**src/rtl/addsub_pkg.sv**
```systemverilog
// Shared types and constants for the digit-serial adder/subtractor.
package addsub_pkg;

  typedef enum logic [1:0] {
    ST_IDLE,
    ST_RUN,
    ST_DONE
  } state_t;

  localparam logic MODE_ADD = 1'b0;
  localparam logic MODE_SUB = 1'b1;

endpackage

```
**src/rtl/full_addsub_cell.sv**
```systemverilog
// One-bit add/subtract cell; in subtract mode cin/cout carry a borrow.
module full_addsub_cell
  import addsub_pkg::*;
(
  input  logic a,
  input  logic b,
  input  logic cin,
  input  logic mode,
  output logic s,
  output logic cout
);

  assign s    = a ^ b ^ cin;
  assign cout = (mode == MODE_SUB) ? ((~a & b) | (cin & ~(a ^ b)))
                                   : ((a & b)  | (cin & (a ^ b)));

endmodule

```
**src/rtl/serial_addsub.sv**
```systemverilog
// Digit-serial adder/subtractor: DIGIT bits per clock, start/busy/done handshake,
// result and flags held from done until the next accepted start.
module serial_addsub
  import addsub_pkg::*;
#(
  parameter int WIDTH = 8,
  parameter int DIGIT = 1
) (
  input  logic             clk,
  input  logic             reset,
  input  logic             start,
  input  logic             mode,
  input  logic [WIDTH-1:0] A,
  input  logic [WIDTH-1:0] B,
  output logic             busy,
  output logic             done,
  output logic [WIDTH-1:0] RESULT,
  output logic             COUT,
  output logic             OVF,
  output logic             ZERO
);

  localparam int N  = WIDTH / DIGIT;
  localparam int CW = (N > 1) ? $clog2(N) : 1;

  if (WIDTH < 2 || (WIDTH % DIGIT) != 0) begin : g_bad_params
    $error("serial_addsub: WIDTH must be >= 2 and a multiple of DIGIT");
  end

  function automatic logic ovf_flag(input logic m, input logic a, input logic b,
                                    input logic s);
    if (m == MODE_SUB) return (a != b) && (s != a);
    return (a == b) && (s != a);
  endfunction

  state_t           state_q, state_d;
  logic [WIDTH-1:0] a_q, b_q, res_q, result_q;
  logic [CW-1:0]    cnt_q;
  logic             mode_q, c_q, amsb_q, bmsb_q;
  logic             cout_q, ovf_q, zero_q;
  logic             accept, step, last;

  logic [DIGIT:0]   carry;
  logic [DIGIT-1:0] dsum;
  logic [WIDTH-1:0] res_next;

  // Carry/borrow ripples LSB to MSB within a digit; the chain end feeds c_q.
  assign carry[0] = c_q;
  for (genvar i = 0; i < DIGIT; i++) begin : g_cell
    full_addsub_cell u_cell (
      .a    (a_q[i]),
      .b    (b_q[i]),
      .cin  (carry[i]),
      .mode (mode_q),
      .s    (dsum[i]),
      .cout (carry[i+1])
    );
  end

  assign res_next = (res_q >> DIGIT) | (WIDTH'(dsum) << (WIDTH - DIGIT));

  always_comb begin
    state_d = state_q;
    accept  = 1'b0;
    step    = 1'b0;
    last    = 1'b0;
    case (state_q)
      ST_IDLE, ST_DONE: begin
        if (start) begin
          accept  = 1'b1;
          state_d = ST_RUN;
        end else begin
          state_d = ST_IDLE;
        end
      end
      ST_RUN: begin
        step = 1'b1;
        if (cnt_q == CW'(N - 1)) begin
          last    = 1'b1;
          state_d = ST_DONE;
        end
      end
      default: state_d = ST_IDLE;
    endcase
  end

  always_ff @(posedge clk) begin
    if (reset) begin
      state_q  <= ST_IDLE;
      a_q      <= '0;
      b_q      <= '0;
      res_q    <= '0;
      cnt_q    <= '0;
      mode_q   <= MODE_ADD;
      c_q      <= 1'b0;
      amsb_q   <= 1'b0;
      bmsb_q   <= 1'b0;
      result_q <= '0;
      cout_q   <= 1'b0;
      ovf_q    <= 1'b0;
      zero_q   <= 1'b0;
    end else begin
      state_q <= state_d;
      if (accept) begin
        a_q    <= A;
        b_q    <= B;
        mode_q <= mode;
        amsb_q <= A[WIDTH-1];
        bmsb_q <= B[WIDTH-1];
        res_q  <= '0;
        c_q    <= 1'b0;
        cnt_q  <= '0;
      end else if (step) begin
        a_q   <= a_q >> DIGIT;
        b_q   <= b_q >> DIGIT;
        res_q <= res_next;
        c_q   <= carry[DIGIT];
        if (!last) cnt_q <= cnt_q + CW'(1);
      end
      // Operand MSBs were shifted out long ago, so flags use the latched copies.
      if (last) begin
        result_q <= res_next;
        cout_q   <= carry[DIGIT];
        ovf_q    <= ovf_flag(mode_q, amsb_q, bmsb_q, res_next[WIDTH-1]);
        zero_q   <= (res_next == '0);
      end
    end
  end

  assign busy   = (state_q == ST_RUN);
  assign done   = (state_q == ST_DONE);
  assign RESULT = result_q;
  assign COUT   = cout_q;
  assign OVF    = ovf_q;
  assign ZERO   = zero_q;

endmodule

```
**config.mk**
```make
export PLATFORM = sky130hd
export DESIGN_NAME = serial_addsub
export DESIGN_NICKNAME = d
export VERILOG_FILES = /design/src/rtl/addsub_pkg.sv /design/src/rtl/full_addsub_cell.sv /design/src/rtl/serial_addsub.sv
export SDC_FILE = /design/constraint.sdc
export NUM_CORES = 1
export LEC_CHECK = 0
export BUFFER_PORTS_ARGS = -buffer_cell sky130_fd_sc_hd__buf_2
export CAP_MARGIN = 20
export CELL_PAD_IN_SITES_DETAIL_PLACEMENT = 1
export CELL_PAD_IN_SITES_GLOBAL_PLACEMENT = 1
export CORE_MARGIN = 3
export CORE_UTILIZATION = 25
export DETAILED_ROUTE_END_ITERATION = 10
export PLACE_DENSITY_LB_ADDON = 0.08
export SYNTH_ARGS = -nofsm -noshare
export SYNTH_HDL_FRONTEND = slang
export SYNTH_SLANG_ARGS = --single-unit
```
**constraint.sdc**
```tcl
create_clock -name clk -period 1.6 [get_ports clk]
set_input_delay 0 -clock clk [delete_from_list [all_inputs] [get_ports clk]]
set_output_delay 0 -clock clk [all_outputs]
set_load 0.01 [all_outputs]
```
==> results by group <==
Hold path
  – Min-Delay Endpoint: a_q[0]$_SDFFE_PP0P_
  – Min-delay src: A[0]
  – Hold Path Cell Cnt: 3
  – Hold WC Path Type: in2reg

STA
  – TNS Setup: 0 ps
  – Number of setup violations in the final report: 0
  – Post-layout min period: 1490 ps
  – Worst slew margin: 0.654
  – Worst-margin pin slew: 519 ps
  – Period utilisation layout: 0.932
  – Final worst slack: 108 ps
  – Worst Skew: 6.79 ps
  – Max-slew violation count: 0
  – Max Clk Rate: 670 MHz
  – RSZ-0062 raised after global routing: false
  – WHS: 3.40 ps
  – Fin. Hold Viols: 0

Worst setup path
  – CP peak stage delay: 620 ps
  – R2r endpoint: OVF$_SDFFE_PP0P_
  – Worst Setup End Kind: flip-flop
  – Worst Path Arrival: 1700 ps
  – Slowest-stage cell, CP: fa_2
  – Critical path required time: 1810 ps
  – Critical path fanouts, max: 5
  – CP bufs+invs: 1
  – Crit-path cells: inv_1, fa_2, nor2b_2, mux2i_1, a211oi_1
  – Reg-to-Reg Start: c_q$_SDFFE_PP0P_
  – CP startpoint kind: flip-flop
  – R2r worst-path depth: 5
  – CP delay by family, top: adder cells
  – Crit Path Category: reg2reg
  – Reg2Reg Setup Slack: 110 ps

Clock tree
  – CTS Sinks: 43
  – Worst-skew pair later-pin latency: 290 ps
  – H-tree Lvls: 2
  – Clk root buf: clkbuf_8
  – Max Root-Sink Buffers: 2
  – Clock transition at path regs: 80 ps
  – TritonCTS clock tree: done
  – Num CTS Buffers: 5

Synthesis
  – Post-synthesis sequential area ratio: 0.497
  – Syn avg cell area: 8.48 sq um
  – FF+latch count, synth: 43
  – Yosys warns: 0
  – Post-synthesis cell count: 204
  – Syn Nets: 228
  – Mapped Area: 1730 sq um
  – Cell variety after synth: 29

Placement
  – Post-DP Area: 1990 sq um
  – PortBufs: 32
  – GPL Wtd Cong: 0.656
  – Hpwl dp: 3.01 mm
  – Worst slack, placed: 52.9 ps

Pwr
  – Clock power frac: 0.319
  – Sequential share of power: 0.549
  – Pleak: 0.842 nW
  – Cell Pwr Density: 969 nW/um^2
  – Share of total power in combinational logic: 0.132
  – Pint: 1.55 mW
  – VDD IR-drop max: 401 uV
  – Switching power: 0.543 mW
  – Overall power: 2.09 mW
  – Sw Ratio: 0.260

Global routing
  – GRT Util Overall: 0.125
  – Pin count of the biggest net entering global routing: 33
  – Vias in the first global route: 1535
  – Initial antenna violation count: 0
  – Gr ovfl total: 0
  – Global-route wire length before repair: 7.62 mm

Route
  – DRT met1 WL: 2.37 mm
  – Post-DR vias/cell: 4.69
  – DR WL/cell: 13.8 um
  – Vias post-DR: 1518
  – Initial DRC count: 39
  – Drt total wl: 4.48 mm
  – Uppermost layer routed: met4
  – DRT Pass-1 Iters: 4
  – WL met2: 1.90 mm
  – Met3 WL: 161 um
  – Drt drc: 0
  – ANT nets after route: 0

Floorplan
  – Initial core utilization: 0.265
  – Die height: 89.2 um
  – Core area: 6530 sq um
  – IO Count: 33
  – Die area: 7960 sq um
  – Row count: 29
  – Chip width: 89.2 um

Cells and area
  – Final nets: 270
  – Area Overhead vs Synth: 24.7%
  – Most frequent cells in the layout: nand2_1, dfxtp_1, buf_2, a21oi_1, nor3_1
  – Diode count: 0
  – Share of layout cells above drive strength 1: 0.223
  – Most common cell after layout, fill and taps aside: nand2_1
  – Final Instance Area: 2160 sq um

Flow run
  – Max Cap Viol: 0

Outcome
  – Status: finished clean
[layer usage]
layer / vias to the layer above / track usage
li1: 779 / -
met1: 710 / 0.175
met2: 25 / 0.189
met3: 4 / 0.0323
met4: 0 / 0.0352
met5: - / 0
[kinds of logic (layout without fill, tap and decap cells)]
| group | after synthesis | after routing | synth area share |
|---|---|---|---|
| AND/OR/NAND/NOR | 91 | 91 | 0.237 |
| AO/OA/AOI/OAI | 44 | 44 | 0.149 |
| flip-flops | 43 | 43 | 0.497 |
| buffers and inverters | 18 | 61 | 0.0571 |
| adder cells (fa/ha/maj) | 4 | 4 | 0.0376 |
| XOR/XNOR | 2 | 2 | 0.0101 |
| multiplexers | 2 | 2 | 0.0116 |
[metrics by stage]
| step | util | std cells |
|---|---|---|
| finish | 0.330 | 324 |
| floorplan | - | 204 |
| global placement | 0.305 | 309 |
| CTS | 0.328 | 324 |
| detailed placement | 0.305 | 309 |
| global route | 0.330 | 324 |
[layout make-up]
class	instances	area [sq um]
Clock buffer	7	76.3
Clock inverter	1	5.00
Fill cell	786	4370
Inverter	4	17.5
Multi-Input combinational cell	143	785
Sequential cell	43	861
Tap cell	77	96.3
Timing Repair Buffer	49	318
[worst min-delay path, stage by stage]
cell	delay [ps]
buf_2	80
a22oi_1	60
a21oi_1	110
[worst max-delay path by stage]
stage	startpoint	endpoint	slack [ps]	depth (start not counted)
after floorplan	b_q[0]$_SDFFE_PP0P_	ZERO$_SDFFE_PP0P_	110	5
after global placement	b_q[0]$_SDFFE_PP0P_	ZERO$_SDFFE_PP0P_	110	5
after detailed placement	b_q[0]$_SDFFE_PP0P_	OVF$_SDFFE_PP0P_	50	5
after CTS	b_q[0]$_SDFFE_PP0P_	OVF$_SDFFE_PP0P_	40	5
final	c_q$_SDFFE_PP0P_	OVF$_SDFFE_PP0P_	110	5
after global routing	a_q[0]$_SDFFE_PP0P_	ZERO$_SDFFE_PP0P_	10	4
[Yosys cell counts, drive strengths merged]
cell type,count,area [sq um]
a211oi,3,22.5
a21oi,25,125
a22oi,2,15.0
a311oi,4,35.0
and3b,1,8.76
buf,10,66.3
clkbuf,4,15.0
dfxtp,43,861
fa,2,40.0
ha,2,25.0
inv,4,17.5
mux2i,2,20.0
nand2,47,176
nand2b,3,21.3
nand3,5,25.0
nand3b,1,7.51
nor2,11,41.3
nor2b,4,25.0
nor3,16,80.1
nor3b,1,12.5
nor4,2,12.5
o21ai,2,10.0
o22ai,8,50.1
xnor2,1,8.76
xor2,1,8.76
[power groups by stage]
stage	sequential (mW)	combinational, mW	clock, mW
after CTS	1.15	0.277	0.710
after floorplan	1.17	0.186	0
after global placement	1.17	0.261	0
after detailed placement	1.17	0.262	0
after global routing	1.16	0.317	0.741
final	1.15	0.276	0.667
[sequential cells by signal, indices dropped and copies added (netlist names)]
signal / flops
COUT: 1
OVF: 1
RESULT: 8
ZERO: 1
a_q: 8
amsb_q: 1
b_q: 8
bmsb_q: 1
c_q: 1
cnt_q: 3
mode_q: 1
res_q: 7
state_q: 2
[what timing repair did]
item                                   CTS  global route
gates resized for setup                  0             4
setup buffers                            0             0
hold buffers                             7             0
setup endpoints to repair                0             3
endpoints found under the hold margin    8             0
No activity file was read; power rests on OpenSTA's default activity.
